**config.mk**
```make
export PLATFORM = sky130hd
export DESIGN_NAME = ifetch_sram_ctrl
export DESIGN_NICKNAME = d
export VERILOG_FILES = /design/src/rtl/ifetch_sram_ctrl.sv
export SDC_FILE = /design/constraint.sdc
export NUM_CORES = 1
export LEC_CHECK = 0
export ABC_AREA = 1
export BUFFER_PORTS_ARGS = -buffer_cell sky130_fd_sc_hd__buf_2
export CAP_MARGIN = 20
export CORE_MARGIN = 3
export CORE_UTILIZATION = 24
export CTS_CLUSTER_DIAMETER = 100
export CTS_CLUSTER_SIZE = 12
export DETAILED_ROUTE_END_ITERATION = 8
export PLACE_DENSITY = 0.49
export SYNTH_ARGS = -nofsm -noshare
export SYNTH_HDL_FRONTEND = slang
export SYNTH_SLANG_ARGS = --single-unit
```
**constraint.sdc**
```tcl
create_clock -name clk -period 2.8 [get_ports clk]
set_clock_uncertainty 0.2 [all_clocks]
set_input_delay 0.56 -clock clk [delete_from_list [all_inputs] [get_ports clk]]
set_output_delay 0.56 -clock clk [all_outputs]
set_load 0.1 [all_outputs]
```
**src/rtl/ifetch_sram_ctrl.sv**
```systemverilog
// Instruction-fetch front end for an SRAM-like instruction bus.
// Keeps at most one request outstanding, holds the returned word for the
// decode register, and discards responses that belong to redirected fetches.
module ifetch_sram_ctrl #(
    parameter int              ADDR_W    = 32,
    parameter int              DATA_W    = 32,
    parameter logic [DATA_W-1:0] NOP_INSTR = '0,
    parameter int              CNT_W     = 32
) (
    input  logic              clk,
    input  logic              rst,
    input  logic [ADDR_W-1:0] pc_i,
    input  logic              stall_i,
    input  logic              flush_i,
    output logic [DATA_W-1:0] instr_o,
    output logic              stall_o,
    output logic              inst_req,
    output logic [ADDR_W-1:0] inst_addr,
    input  logic              inst_addr_ok,
    input  logic              inst_data_ok,
    input  logic [DATA_W-1:0] inst_rdata,
    output logic [CNT_W-1:0]  stall_cnt
);

    typedef enum logic [2:0] {
        IDLE   = 3'd0,
        REQ    = 3'd1,
        WAIT   = 3'd2,
        CANCEL = 3'd3,
        DONE   = 3'd4
    } state_e;

    state_e            state_q, state_d;
    logic [DATA_W-1:0] buf_q, buf_d;
    logic [CNT_W-1:0]  cnt_q, cnt_d;
    logic              misaligned;

    assign misaligned = (pc_i[1:0] != 2'b00);

    // Next-state, buffer update and bus request decode
    always_comb begin
        state_d  = state_q;
        buf_d    = buf_q;
        inst_req = 1'b0;
        unique case (state_q)
            IDLE: state_d = REQ;
            REQ: begin
                if (misaligned) begin
                    // No bus access; the pipeline raises AdEL from pc[1:0].
                    buf_d   = NOP_INSTR;
                    state_d = DONE;
                end else begin
                    inst_req = 1'b1;
                    // Without addr_ok the address simply follows the new pc_i.
                    if (inst_addr_ok) state_d = flush_i ? CANCEL : WAIT;
                end
            end
            WAIT: begin
                if (inst_data_ok) begin
                    if (flush_i) begin
                        state_d = REQ;
                    end else begin
                        buf_d   = inst_rdata;
                        state_d = DONE;
                    end
                end else if (flush_i) begin
                    state_d = CANCEL;
                end
            end
            // Drain the response of the cancelled fetch before issuing again.
            CANCEL: if (inst_data_ok) state_d = REQ;
            DONE:   if (flush_i || !stall_i) state_d = REQ;
            default: state_d = IDLE;
        endcase
    end

    // Stall counter: counts every cycle the decode stage is held by fetch
    always_comb begin
        cnt_d = cnt_q;
        if (stall_o) cnt_d = cnt_q + 1'b1;
    end

    // State, instruction buffer and counter registers
    always_ff @(posedge clk) begin
        if (rst) begin
            state_q <= IDLE;
            buf_q   <= NOP_INSTR;
            cnt_q   <= '0;
        end else begin
            state_q <= state_d;
            buf_q   <= buf_d;
            cnt_q   <= cnt_d;
        end
    end

    // Registered-state decode only: no bus input reaches stall_o.
    assign stall_o   = (state_q != DONE);
    assign instr_o   = buf_q;
    assign inst_addr = pc_i;
    assign stall_cnt = cnt_q;

endmodule

```
# Word-level counts from Yosys, hierarchy flattened
# Index checks and enable logic that the tools add are counted.
# Widths: inputs -> output; s select.
# classes
n_eq_ne,12
addsub,1
reduce_logical,7
n_mux,15
# op_table
operator,n
$mux 32,3
$pmux 32 s2,1
$add 32x1->32 const B,1
$mux 3,7
$pmux 3 s5,1
$ne 2x2->1 const B,5
$ne 3x3->1 const B,3
$reduce_and 4->1,2
$eq 3x2->1 const B,2
$reduce_bool 2->1,2
$eq 3x1->1 const B,1
$eq 3x3->1 const B,1
$logic_not 3->1,1
$mux 1,3
$logic_not 1->1,1
$logic_or 1x1->1,1
# totals
in_bits,70
out_inout_bits,98
regBits,67
wordCells,38

# Depth between registers and ports, before layout
# Gate-level depths: netlist of run 1.
# depth
ltp_word,4
depth_mapped,9
mapped_depth_nobuf,9

# Least setup slack after synthesis of run 1
# No wires, ideal clock.
# synth_path
path_type,in2out
from,in pc_i[1]
to,out inst_req
arrival_ns,2.012
setup_slack_ns,0.028
path_stages,3
t_required_ns,2.040
path_buffers,0
cell_sequence,nor2_1 > inv_1 > nor2_1
# synth_via
elab_chain_len,3
# synth_lines
element,line,text
"start, declared",12,"input logic [ADDR_W-1:0] pc_i,"
$reduce_bool 2->1,38,assign misaligned = (pc_i[1:0] != 2'b00);
$mux 1,48,if (misaligned) begin
$mux 1,45,unique case (state_q)
"end, declared",17,"output logic inst_req,"
# No other way between the ends.

# Worst setup path in the final report of run 1
# layout_path
from,reg state_q[0]
to,out stall_o
# layout_via
elab_chain_len,1
# layout_lines
element,line,text
"start, declared",33,"state_e state_q, state_d;"
"start signal, assigned",90,state_q <= state_d;
$ne 3x3->1,97,assign stall_o = (state_q != DONE);
"end, declared",16,"output logic stall_o,"
# No other way between the ends.

==> parameters.txt, run 1 <==
Parameter                              Value

Status
  Status    completed

Critical path
  Critical Path Sink    stall_o
  Worst-path fanout max    18
  Crit Path Class    flip-flop to output pin
  Worst EP arrival    1500 ps
  Worst R2R End    stall_cnt[22]
  Worst R2R Setup Slack    1010 ps
  Required time of the worst setup path    2040 ps
  Kind of launch point of the worst setup path    flip-flop
  Crit-path cells    nor2_2 -> nand2_4 -> buf_2
  FF-to-FF path depth    8
  Slowest stage delay, CP    480 ps
  Worst reg2reg path startpoint    stall_cnt[0]
  Critical path endpoint category    output pin
  Crit-path slowest cell    buf_2
  Critical path startpoint    state_q[0]

Floorplan
  Die area    15900 sq um
  Core region area    14000 sq um
  Initial core utilization    0.247
  Die boundary height    126 microns
  Number of rows in the core area    43
  Number of ports placed on the die boundary    approximately 170
  Die span in x    126 microns

Global route
  Initial antenna violation count    0
  Largest net degree at the start of global routing    46
  Remaining Overflow, GRT    0
  Wire length of the first global-routing pass    16.5 mm
  Number of global-route vias before repair    3257
  All-Layer GR Usage    0.126

Clock tree
  Root Buffer    clkbuf_16
  Number of sinks handled by clock tree synthesis    between 60 and 70
  Clk Latency, worst-skew pair    between 300 and 400 ps
  Number of post-CTS setup repair buffers    0
  Total clock buffers created by CTS    9
  CTS Hold Bufs    0
  Buffer levels on the longest clock path    2
  Clock tree from TritonCTS    yes
  Number of levels the H-tree was split into    3
  Clock slew at reported path FFs    ~50 ps
  Post-CTS resize count    0

Timing
  RSZ-0062 raised after global routing    false
  Fraction of the cycle the final worst path needs    0.807
  Minimum period implied by the final worst setup slack    2260 ps
  F_max    443 MHz
  Final hold violation count    0
  Setup violators final    0
  Number of pins with negative max-slew slack in the final report    0
  Rel. slew slack    0.590
  Least-Margin Pin Slew    615 ps
  Post-Route Setup TNS    0 ps
  Final WS setup    ~540 ps

Logic synthesis
  Synthesized Nets    580
  Number of warnings reported in the yosys synthesis log    0
  Average cell area after synthesis    between 6 and 7 sq um
  Distinct cell type count after synthesis    23
  Area of the mapped netlist    3450 sq um
  Count of state elements after synthesis    between 60 and 70
  Cell count after synthesis    ~500
  Sequential share of the synthesized area    0.389

Power and ir drop
  Pwr/cell area    just over 600 nW/um^2
  Highest ir drop seen on vdd    0.302 mV
  Leakage power summed over all cells    between 0.0015 and 0.002 uW
  Total Power Consumption    roughly 2600 uW

Drt
  Total vias in the final route    3440
  Number of iterations in the first detailed-routing pass    4
  Iteration-0 DRC Markers    approximately 210
  Total DRC errors in the routed layout    0
  Routed wire length per instance    13.2 microns
  Top layer used by detailed routing    met4
  Total routed wirelength    10.1 mm
  Routed length on met1    4.64 mm
  Routed met3 length    454 microns
  Met2 Wirelength    around 4.7 mm
  Post-detailed-route count of antenna-violating nets    0
  Routed via count divided by cell count    4.49

Placement
  Final GP Congestion    slightly above 0.8
  Count of input and output buffers    107
  Worst slack after detailed placement    624 ps
  HPWL Detailed    between 7 and 8 mm

Cells and area
  Area Overhead vs Synth    23.8%
  Nets@finish    652
  Count of inserted antenna diode cells    0
  Share of layout cells above drive strength 1    0.247

Flow run
  Max-cap violations    0

Hold path
  Class of the tightest hold or removal check    flip-flop to flip-flop
## routing by layer
layer,global-route usage,vias to the layer above
met1,0.163,1578
met5,0,-
li1,-,1757
met2,0.201,83
met3,0.0208,22
met4,0.0681,0
## logic make-up (layout without fill, tap and decap cells)
| family | count (synthesis) | in the layout | synth area share |
|---|---|---|---|
| AOI/OAI and AO/OA | 61 | 61 | 0.0899 |
| xor gates and xnor gates | 4 | 4 | 0.0102 |
| adders and majority gates | 1 | 1 | 0.00363 |
| buffers and inverters | 97 | 174 | 0.144 |
| DFF | 67 | 67 | 0.389 |
| and+or+nand+nor | 279 | 279 | 0.364 |
## final cells by class
type | instances | area [sq um]
clock buffers | 12 | 246
well taps | 180 | 225
clock inverters | 4 | 97.6
inverters | 45 | 169
flip-flops and latches | 67 | 1340
fillers | 1540 | 9720
repair buffers | 113 | 581
multi-input cells | 345 | 1610
## where the power goes
part	switching (uW)	internal (uW)	total [uW]
clock	420	895	1310
combinational	255	73.4	329
sequential	19.3	973	992
total	695	1940	2640
## cells in the final DEF (no fill, tap or decap)
cell        synthesis  routed
inv_1              44      44
clkbuf_16           0       9
buf_4              32       6
nand3_1            82      82
and3_1              1       1
nand4_1             4       4
nor2_4              2       2
clkbuf_8            0       1
buf_2              10     107
dfxtp_1            67      67
nor2_2             12      12
ha_1                1       1
o21a_1              2       2
and2_1              1       1
nand2_1            97      97
inv_2               1       1
bufinv_16           0       3
o21ai_0            10      10
nand2_4             1       1
clkinvlp_4          0       1
xor2_1              1       1
xnor2_1             3       3
nor3_1              8       8
clkbuf_1           10       2
a21oi_1            49      49
nor2_1             69      69
nand3_4             2       2
## cell usage after synthesis, drive strengths merged
| master | n | area (sq um) |
|---|---|---|
| nand2 | 98 | 375 |
| nand3 | 84 | 445 |
| nor2 | 83 | 357 |
| dfxtp | 67 | 1340 |
| a21oi | 49 | 245 |
| inv | 45 | 169 |
| buf | 42 | 290 |
| clkbuf | 10 | 37.5 |
| o21ai | 10 | 50.1 |
| nor3 | 8 | 40.0 |
| nand4 | 4 | 25.0 |
| xnor2 | 3 | 26.3 |
| o21a | 2 | 15.0 |
| and2 | 1 | 6.26 |
| and3 | 1 | 6.26 |
| ha | 1 | 12.5 |
| xor2 | 1 | 8.76 |
## worst max-delay path: cells and delay by family, from the launching register on
family                 cells  cell delay (ps)
buffers and inverters      1              480
DFF                        1              400
and+or+nand+nor            2              280
## how the worst min path moves through the flow
stage,startpoint,depth (start not counted),to,slack [ps]
floorplan,state_q[1],2,state_q[1],310
global placement,instr_o[14],2,instr_o[14],270
detailed placement,instr_o[19],2,instr_o[19],270
CTS,inst_rdata[12],3,instr_o[12],280
global route,inst_rdata[5],3,instr_o[5],290
finish,instr_o[31],2,instr_o[31],280
## flip-flops by register name, summed over array words and instances, names as in the netlist
name,count
instr_o,32
stall_cnt,32
state_q,3
## through the flow
stage | utilization | hold WS [ps] | area, sq um | cells
after floorplan | - | 315 | 3450 | 509
after global placement | 0.281 | 267 | 3930 | 750
after detailed placement | 0.281 | 271 | 3930 | 750
after CTS | 0.305 | 279 | 4270 | 766
after global routing | 0.305 | 291 | 4270 | 766
final | 0.305 | 279 | 4270 | 766
No activity file was read; power rests on OpenSTA's default activity.
==> run 2, diff against run 1 <==
- ABC_AREA: 1 -> 0
- PLACE_DENSITY: 0.49 -> 0.51
- clock period: 2.8 -> 2.1 ns (I/O delays scaled with it)
==> run 2 against run 1 <==
  * Worst hold slack lost 130 ps
  * Sequential share of layout area grew 4.6 points
  * Count of clock-buffer cells in the layout shrank 2
  * Combinational power grew 7.9%
  * First-iteration DRC count shrank 25%
  * Non-clock buffer count grew 10
  * Die area shrank 14%
  * Setup slack lost 510 ps
  * Register-to-register slack lost 970 ps
  * Synthesized cell count shrank 34%
  * Clock power grew 8%
  * Critical endpoint unchanged
  * Largest cell class is now flip-flops and latches
==> parameters.txt, run 2 <==
Parameter                              Value

Power and ir drop
  Switching part of the total power    0.264
  Pwr/cell area    772 nW/um^2
  Sequential cell fraction of total power    0.421
  Total Power Consumption    3060 uW
  Sw Pwr    810 uW
  Part of the total power dissipated in combinational logic    0.116
  Clock power share    0.463
  Cell Int Power    2250 uW
  Highest ir drop seen on vdd    0.346 mV
  Leakage power summed over all cells    0.00170 uW

Timing
  Least-Margin Pin Slew    512 ps
  Rel. slew slack    0.661
  Fraction of the cycle the final worst path needs    0.985
  Worst hold slack    ~150 ps
  Final hold violation count    0
  Setup violators final    0
  Minimum period implied by the final worst setup slack    2070 ps
  RSZ-0062 raised after global routing    true
  Number of pins with negative max-slew slack in the final report    0
  F_max    about 480 MHz

Clock tree
  Clock slew at reported path FFs    approximately 60 ps
  Total clock buffers created by CTS    9
  Clk Latency, worst-skew pair    320 ps
  Buffer levels on the longest clock path    2
  Number of levels the H-tree was split into    3
  Root Buffer    clkbuf_16
  Number of sinks handled by clock tree synthesis    67
  Clock tree from TritonCTS    yes

Hold path
  Worst hold stages    3
  Endpoint of the worst hold path    instr_o[6]
  Class of the tightest hold or removal check    primary input to flip-flop
  Startpoint of the lowest-slack hold path    inst_rdata[6]

Logic synthesis
  Basic-gate share of the synthesized area counting and, or, nand and nor cells    0.228
  Top_reg_cell synth    dfxtp_1
  Area of the mapped netlist    between 2000 and 3000 sq um
  Mux share of post-synthesis cell area    0.00339
  Sequential share of the synthesized area    0.454
  Library cell occupying the most area in the post-synthesis netlist    dfxtp_1
  Number of flops mapped to enable cells by yosys    0
  Distinct cell type count after synthesis    35
  Adder-cell area share of the yosys netlist    0.00423
  Cell types occupying the most area after synthesis    dfxtp_1 45%, nor2_1 9.4%, buf_4 8.6%, a22oi_1 8.1%, xnor2_1 5.3%
  Largest family of logic cells by synthesized area    simple AND/OR/NAND/NOR gates
  Fraction of registers with async set or reset after synthesis    0
  Compound-Gate Fraction of Synth Area    0.107
  Cell with the most instances after synthesis    nor2_1
  Post-synthesis xor/xnor area fraction    0.0889
  Average cell area after synthesis    8.77 sq um
  Synthesized Nets    408
  Count of state elements after synthesis    67
  Cell count after synthesis    337
  Top cell type's share of synthesized area    0.454
  Number of warnings reported in the yosys synthesis log    0
  Most frequent cells after synthesis    74 x nor2_1, 67 x dfxtp_1, 34 x buf_4

Cells and area
  Count of inserted antenna diode cells    0
  Most common cell after layout, fill and taps aside    buf_2
  Fin util    0.339
  Nets@finish    491
  Most frequent cells in the layout    105 x buf_2, 73 x nor2_1, 35 x dfxtp_1
  Count of placed standard cells in the final layout, fillers left out    568
  Cell area after layout    between 3000 and 4000 sq um
  Area Overhead vs Synth    34.3%
  Share of layout cells above drive strength 1    0.433
  # fillers    1217

Status
  Status    completed

Floorplan
  Die span in x    117 microns
  Number of ports placed on the die boundary    168
  Core region area    between 10000 and 15000 sq um
  Die area    around 14000 sq um
  Initial core utilization    0.252
  Die boundary height    117 microns
  Number of rows in the core area    39

Placement
  Final GP Congestion    approximately 0.76
  Placed cell areas    between 3000 and 4000 sq um
  Placed insts    551
  HPWL Detailed    approximately 5.7 mm
  Count of input and output buffers    107

Critical path
  Worst R2R End    stall_cnt[30]
  Required time of the worst setup path    1480 ps
  Crit Path Class    flip-flop to output pin
  Worst EP arrival    1450 ps
  Worst-path fanout max    3
  FF-to-FF path depth    5
  Kind of launch point of the worst setup path    flip-flop
  Critical path endpoint category    output pin
  Worst R2R Setup Slack    40 ps
  Worst reg2reg path startpoint    state_q[2]

Drt
  Number of iterations in the first detailed-routing pass    4
  Total DRC errors in the routed layout    0
  Iteration-0 DRC Markers    158
  Post-detailed-route count of antenna-violating nets    0
  Routed via count divided by cell count    4.66
  Total routed wirelength    7.88 mm
  Total vias in the final route    2646
  Routed wire length per instance    13.9 microns

Global route
  Global routing met3 resource utilization    0.0514
  Number of global-route vias before repair    2550
  Wire length of the first global-routing pass    12.5 mm
  Largest net degree at the start of global routing    37
  Remaining Overflow, GRT    0
  Initial antenna violation count    0
  GRT busiest layer    met2
  Met1 GRT Util    0.152
  GRT met2 Usage    0.172
  All-Layer GR Usage    0.115

Flow run
  Max-cap violations    0
-- run 2: repair_timing --
action                     CTS  global route
setup endpoints to repair    4            36
hold buffers                 0             0
setup buffers                1             0
gates resized for setup      4             9
pin swaps                    1             0
-- run 2: worst max-delay path by stage --
| stage | end | depth (start not counted) | slack, ps | startpoint |
|---|---|---|---|---|
| after floorplan | stall_cnt[29] | 5 | -40 | stall_cnt[4] |
| after global placement | state_q[2] | 6 | -260 | pc_i[1] |
| after detailed placement | instr_o[11] | 7 | -30 | pc_i[1] |
| after CTS | stall_cnt[31] | 6 | 9 | state_q[2] |
| after global routing | stall_o | 4 | -10 | state_q[0] |
| final | stall_o | 4 | 30 | state_q[0] |
-- run 2: cell type report --
type | count | area [sq um] | area share
sequential | 67 | 1430 | 0.360
multi-input combinational | 214 | 1340 | 0.337
timing repair buffer | 123 | 717 | 0.181
clock buffer | 10 | 250 | 0.0631
tap | 143 | 179 | 0.0451
clock inverter | 6 | 36.3 | 0.00915
inverter | 5 | 18.8 | 0.00473
-- run 2: through the flow --
step / setup slack, ps / TNS (ps)
6_report: 31.3 / 0
5_1_grt: -13.8 / -34.4
4_1_cts: 8.73 / 0
3_5_place_dp: -26.3 / -212
3_3_place_gp: -260 / -5230
2_1_floorplan: -38.1 / -38.1
-- run 2: cell families after synthesis --
logic type / count (synthesis)
flops: 67
fa+ha+maj: 1
compound gates: 44
mux: 1
simple gates: 138
xor+xnor: 30
buf+inv: 56
-- run 2: metal layers --
layer / up-vias / part of all wire / wire length (microns)
li1: 1300 / - / -
met1: 1229 / 0.46 / 3610
met2: 106 / 0.44 / 3470
met3: 11 / 0.093 / 735
met4: 0 / 0.0086 / 68
met5: - / 0 / 0
-- run 2: critical path, cell delays in order, from the launching register on --
cell and delay (ps):
dfxtp_2 320, buf_6 120, or3b_4 400, buf_6 140, buf_12 150
-- run 2: power by group through the flow --
stage	registers, uW	clock network (uW)	logic (uW)
after global routing	1290	1540	380
after CTS	1290	1480	355
after detailed placement	1310	0	348
after floorplan	1400	0	412
after global placement	1310	0	336
final	1290	1420	355
